--- src/rtl/uart_autobaud.sv ---
// uart_autobaud: measures the host UART bit period from a 0x55 sync byte and
// supplies the receiver divisor, with lock/error status and a manual override.
//
//   state      | meaning
//   WAIT_START | counters cleared, waiting for the start-bit falling edge
//   MEASURE    | timing the eight bit intervals of the sync byte
//   SETTLE     | divisor loaded, waiting for 2*cpb idle-high cycles
//   LOCKED     | divisor valid and line idle, held until rearm
//   ERROR      | measurement failed, held until rearm
module uart_autobaud #(
  parameter int               CNT_W       = 16,
  parameter int               MIN_BIT     = 4,
  parameter logic [CNT_W-1:0] DEFAULT_CPB = 16'd87
) (
  input  logic             clk_i,
  input  logic             rst_ni,
  input  logic             rx_i,
  input  logic             rearm_i,
  input  logic             override_en_i,
  input  logic [CNT_W-1:0] override_cpb_i,
  output logic [CNT_W-1:0] clks_per_bit_o,
  output logic             locked_o,
  output logic             error_o
);

  typedef enum logic [2:0] {
    WAIT_START = 3'd0,
    MEASURE    = 3'd1,
    SETTLE     = 3'd2,
    LOCKED     = 3'd3,
    ERROR      = 3'd4
  } state_t;

  localparam logic [CNT_W-1:0] CNT_MAX = '1;
  localparam logic [CNT_W-1:0] MIN_V   = CNT_W'(MIN_BIT);

  state_t state, next_state;

  logic rx_s1, rx_s2, rx_d;
  logic edge_det, fall;

  logic [CNT_W-1:0] cnt;
  logic [CNT_W-1:0] ref_int;
  logic [3:0]       idx;
  logic [CNT_W+2:0] total;
  logic [CNT_W+2:0] total_sum;
  logic [CNT_W+2:0] rounded;
  logic [CNT_W-1:0] cpb_new;
  logic [CNT_W-1:0] diff;
  logic [CNT_W:0]   idle;
  logic [CNT_W-1:0] cpb_q;

  logic too_short, off_ref, timeout;
  logic meas_err, meas_done, idle_done;
  logic locked_nxt, error_nxt;

  // Two-flop synchronizer plus edge-detect register, all idle-high
  always_ff @(posedge clk_i or negedge rst_ni) begin
    if (!rst_ni) begin
      rx_s1 <= 1'b1;
      rx_s2 <= 1'b1;
      rx_d  <= 1'b1;
    end else begin
      rx_s1 <= rx_i;
      rx_s2 <= rx_s1;
      rx_d  <= rx_s2;
    end
  end

  assign edge_det = rx_s2 ^ rx_d;
  assign fall     = rx_d & ~rx_s2;

  // cnt holds the cycles elapsed since the last edge, so on an edge it is the interval
  always_comb begin
    diff      = (cnt > ref_int) ? (cnt - ref_int) : (ref_int - cnt);
    too_short = (cnt < MIN_V);
    off_ref   = (idx != 4'd0) && (diff > (ref_int >> 2));
    timeout   = (cnt == CNT_MAX);
    meas_err  = timeout || (edge_det && (too_short || off_ref));
    meas_done = edge_det && !meas_err && (idx == 4'd7);
    total_sum = total + {3'b000, cnt};
    rounded   = total_sum + (CNT_W+3)'(4);
    cpb_new   = CNT_W'(rounded >> 3);
    idle_done = rx_s2 && ((idle + (CNT_W+1)'(1)) >= {cpb_q, 1'b0});
  end

  always_ff @(posedge clk_i or negedge rst_ni) begin
    if (!rst_ni) state <= WAIT_START;
    else         state <= next_state;
  end

  always_comb begin
    next_state = state;
    if (rearm_i) begin
      next_state = WAIT_START;
    end else begin
      case (state)
        WAIT_START: if (fall) next_state = MEASURE;
        MEASURE: begin
          if (meas_err)       next_state = ERROR;
          else if (meas_done) next_state = SETTLE;
        end
        SETTLE:  if (idle_done) next_state = LOCKED;
        default: next_state = state;
      endcase
    end
  end

  always_comb begin
    locked_nxt = (next_state == LOCKED);
    error_nxt  = (next_state == ERROR);
  end

  always_ff @(posedge clk_i or negedge rst_ni) begin
    if (!rst_ni) begin
      locked_o <= 1'b0;
      error_o  <= 1'b0;
    end else begin
      locked_o <= locked_nxt;
      error_o  <= error_nxt;
    end
  end

  always_ff @(posedge clk_i or negedge rst_ni) begin
    if (!rst_ni) begin
      cnt     <= '0;
      ref_int <= '0;
      idx     <= 4'd0;
      total   <= '0;
      idle    <= '0;
    end else begin
      case (state)
        WAIT_START: begin
          cnt   <= fall ? CNT_W'(1) : '0;
          idx   <= 4'd0;
          total <= '0;
          idle  <= '0;
        end
        MEASURE: begin
          idle <= '0;
          if (edge_det) begin
            cnt   <= CNT_W'(1);
            idx   <= idx + 4'd1;
            total <= total_sum;
            if (idx == 4'd0) ref_int <= cnt;
          end else begin
            cnt <= cnt + CNT_W'(1);
          end
        end
        SETTLE: idle <= rx_s2 ? (idle + (CNT_W+1)'(1)) : '0;
        default: idle <= '0;
      endcase
    end
  end

  // Divisor survives rearm and errors; only a clean eighth interval reloads it
  always_ff @(posedge clk_i or negedge rst_ni) begin
    if (!rst_ni)                                          cpb_q <= DEFAULT_CPB;
    else if ((state == MEASURE) && meas_done && !rearm_i) cpb_q <= cpb_new;
  end

  assign clks_per_bit_o = override_en_i ? override_cpb_i : cpb_q;

endmodule

--- config.mk ---
export PLATFORM = sky130hd
export DESIGN_NAME = uart_autobaud
export DESIGN_NICKNAME = d
export VERILOG_FILES = /design/src/rtl/uart_autobaud.sv
export SDC_FILE = /design/constraint.sdc
export NUM_CORES = 1
export LEC_CHECK = 0
export ABC_AREA = 1
export CAP_MARGIN = 40
export CORE_MARGIN = 1
export CORE_UTILIZATION = 40
export CTS_CLUSTER_SIZE = 40
export DETAILED_ROUTE_END_ITERATION = 8
export MAX_ROUTING_LAYER = met4
export SLEW_MARGIN = 10
export SYNTH_ARGS = -nofsm -noshare
export SYNTH_HDL_FRONTEND = slang
export SYNTH_SLANG_ARGS = --single-unit
--- constraint.sdc ---
create_clock -name clk_i -period 5 [get_ports clk_i]
set_clock_uncertainty 0.2 [all_clocks]
set_input_delay 0.75 -clock clk_i [delete_from_list [all_inputs] [get_ports clk_i]]
set_output_delay 0.75 -clock clk_i [all_outputs]
set_load 0.02 [all_outputs]
==> results.yml, run 1 <==
critical_path:
  path_class: "register to register"
  reg2reg_setup_slack_ns: 0.47
  cp_max_fo: 33
  endpoint_kind: "register"
  crit_arrival_ns: 4.62
  r2r_cells: 31
  worst_path_max_delay_cell: "dfrtp_1"
  crit_required_ns: 5.09
  cp_top_family: "simple AND/OR/NAND/NOR gates"
  critPathLaunchType: "register"
  cpPeakStageDelay_ns: 0.43
  path_buf_inv: 6
  timing.rr.end: "error_o"
  rr_startpoint: "cnt[10]"
  crit_top_cell: "nand2_1"
  cp.depth: 31
pwr:
  clockPowerShare: 0.319
  seq_power_share: 0.341
  p_comb_frac: 0.340
  intPower_uw: 1510
  p_sw_uw: 836
  total_power_uw: 2350
  power.leakage_uw: 0.00454
  irDropWorstVdd_mv: 0.136
  power.density_mw_per_mm2: 259
  power.share.switching: 0.356
clock_tree:
  clock_sinks: 96
  numCtsBuffers: 9
  htreeDepth: 3
  clk_path_buf_depth: 2
  worstSkewPairLatency_ns: 0.36
  cts_tree: "done"
  clkSlewWorstSetupHoldPaths_ns: 0.07
  cts_root_buf: "clkbuf_16"
floorplanning:
  start_util: 0.409
  dieArea_mm2: 0.0205
  die_w_um: 143
  core-area_mm2: 0.0195
  pin_count: 39
  rows: 51
  fp.dieH_um: 143
final_layout:
  layout.cells.most_common: "nand2_1"
  n_antenna_cell: 0
  nNetsFinal: 1271
  drive_gt1_frac: 0.0736
  fillers: 1997
  syn2layout_area_growth_pct: 13.8
  regArea_mm2: 0.00241
  multi_input_area_mm2: 0.00474
  layout_common_cells: "nand2_1 (282), inv_1 (183), nor2_1 (88)"
place:
  post-place-ws_ns: 0.230
  portBuffers: 38
  place_hpwl_um: 16100
  routabilityCongestion: 0.925
synth:
  yosys-top-cells-area: "dfrtp_1 (28%), nand2_1 (13%), ha_1 (13%), inv_1 (8.7%), o21ai_0 (5.4%)"
  yosysTopAreaCell: "dfrtp_1"
  syn_nets: 1220
  yosysSeqAreaShare: 0.303
  async_reset_ff_frac: 1.00
  synth-main-ff-cell: "dfrtp_1"
  synth_edf_count: 0
  yosys.area.top_type_share: 0.277
  syn-cell-area_mm2: 0.00796
  synth_seq_cells: 96
  synthCells: 1113
  synth_warnings: 0
  syn_area_per_cell_um2: 7.15
  synth_cell_types: 55
route:
  vias_per_cell: 4.98
  initialDrtViolationCount: 468
  vias: 7140
  wl_per_cell_um: 14.0
  ant_nets: 0
  wl_um: 20000
  drc_errors: 0
  drt_pre_antenna_iters: 5
hold_path:
  hold_start: "rx_s1"
  hp-class: "register to register"
  hold_path_end: "rx_s2"
  worstHoldPathCells: 0
global_route:
  antenna_found_initial: 0
  grt_max_degree: 56
  grt_use_total: 0.216
  grt_pass1_wl_um: 33600
  first_global_vias: 6691
  grt_overflow_total: 0
timing:
  period_needed_ns: 4.53
  period_share: 0.906
  finalSetupTns_ns: 0
  setup_slack_ns: 0.471
  setup_viol: 0
  drv_slew: 0
  fmaxAchievable_mhz: 221
  rsz0062_at_grt: "false"
  worst_pin_slew_ns: 0.775
  hold_violations: 0
  slew_headroom: 0.483
run_status:
  status: "complete, no violations"
job:
  max_cap_violations: 0
-- flip-flops by register name (all words and copies together), names as in the netlist --
name,flops
total,19
idle,17
cnt,16
cpb_q,16
ref_int,16
idx,4
state,3
error_o,1
locked_o,1
rx_d,1
rx_s1,1
rx_s2,1
-- layer usage --
layer  vias up  global-route usage  share of wire
met3        22              0.0355          0.046
met1      3276               0.304           0.51
li1       3694                   -              -
met4         0              0.0538          0.015
met2       148               0.320           0.43
met5         -                   -              0
-- power groups by stage --
stage               registers [µW]  clock network [µW]  logic [µW]
global route                   803                 798         911
finish                         801                 749         798
detailed placement             816                   0         780
floorplan                      816                   0         545
global placement               816                   0         774
CTS                            801                 771         783
-- cell usage after synthesis (4+ instances only) --
master    instances
a21oi_1          64
a22o_1            5
buf_2             4
clkbuf_1         10
dfrtp_1          88
dfstp_2           8
ha_1             83
inv_1           184
nand2_1         283
nand2_2           5
nand3_1          46
nand4_1          18
nor2_1           89
nor2_2            5
nor3_1           12
nor4_1            5
o21ai_0          86
o21ai_1           6
o21ai_2           4
o21bai_1          6
o22ai_1           9
xnor2_1          11
xor2_1           31
-- logic make-up after synthesis --
family / Yosys count / share of synthesized area
AND/OR/NAND/NOR: 479 / 0.260
buffers and inverters: 206 / 0.103
AO/OA/AOI/OAI: 199 / 0.141
flip-flops: 96 / 0.303
adder cells (fa/ha/maj): 86 / 0.138
XOR/XNOR: 44 / 0.0503
multiplexers: 3 / 0.00393
-- cell type report --
class	instances	area share
timing repair buffer	58	0.0605
sequential	96	0.266
clock inverter	6	0.00925
multi-input combinational	811	0.523
clock buffer	10	0.0264
tap	265	0.0366
inverter	188	0.0779
-- metrics by stage --
step           instances   util  hold WS, ns  area [µm²]
3_5_place_dp        1418  0.448        0.150        8720
6_report            1434  0.466        0.160        9060
5_1_grt             1434  0.466        0.163        9060
2_1_floorplan       1113      -        0.145        7960
3_3_place_gp        1417  0.447        0.153        8700
4_1_cts             1434  0.464        0.162        9040
-- worst max-delay path by stage --
stage	from	slack, ns	to
floorplan	cnt[0]	0.87	cpb_q[15]
global placement	cnt[12]	0.36	error_o
detailed placement	cnt[10]	0.23	locked_o
CTS	cnt[12]	0.21	error_o
global route	cnt[0]	0.05	error_o
finish	cnt[10]	0.47	error_o
-- timing repair --
item / in CTS / in global routing
setup endpoints to repair: 0 / 19
gates resized for setup: 0 / 8
buffers inserted: 0 / 0
hold buffers: 0 / 0
No activity file was read; power rests on OpenSTA's default activity.
==> run 2, diff against run 1 <==
--- a/constraint.sdc
+++ b/constraint.sdc
@@ -4,2 +4,2 @@
 set_output_delay 0.75 -clock clk_i [all_outputs]
-set_load 0.02 [all_outputs]
+set_load 0.005 [all_outputs]
==> results of run 2 <==
Same layout as run 1 (identical final DEF). Status: complete, no violations.
Among the figures that moved: total power 2350 µW -> 2340 µW
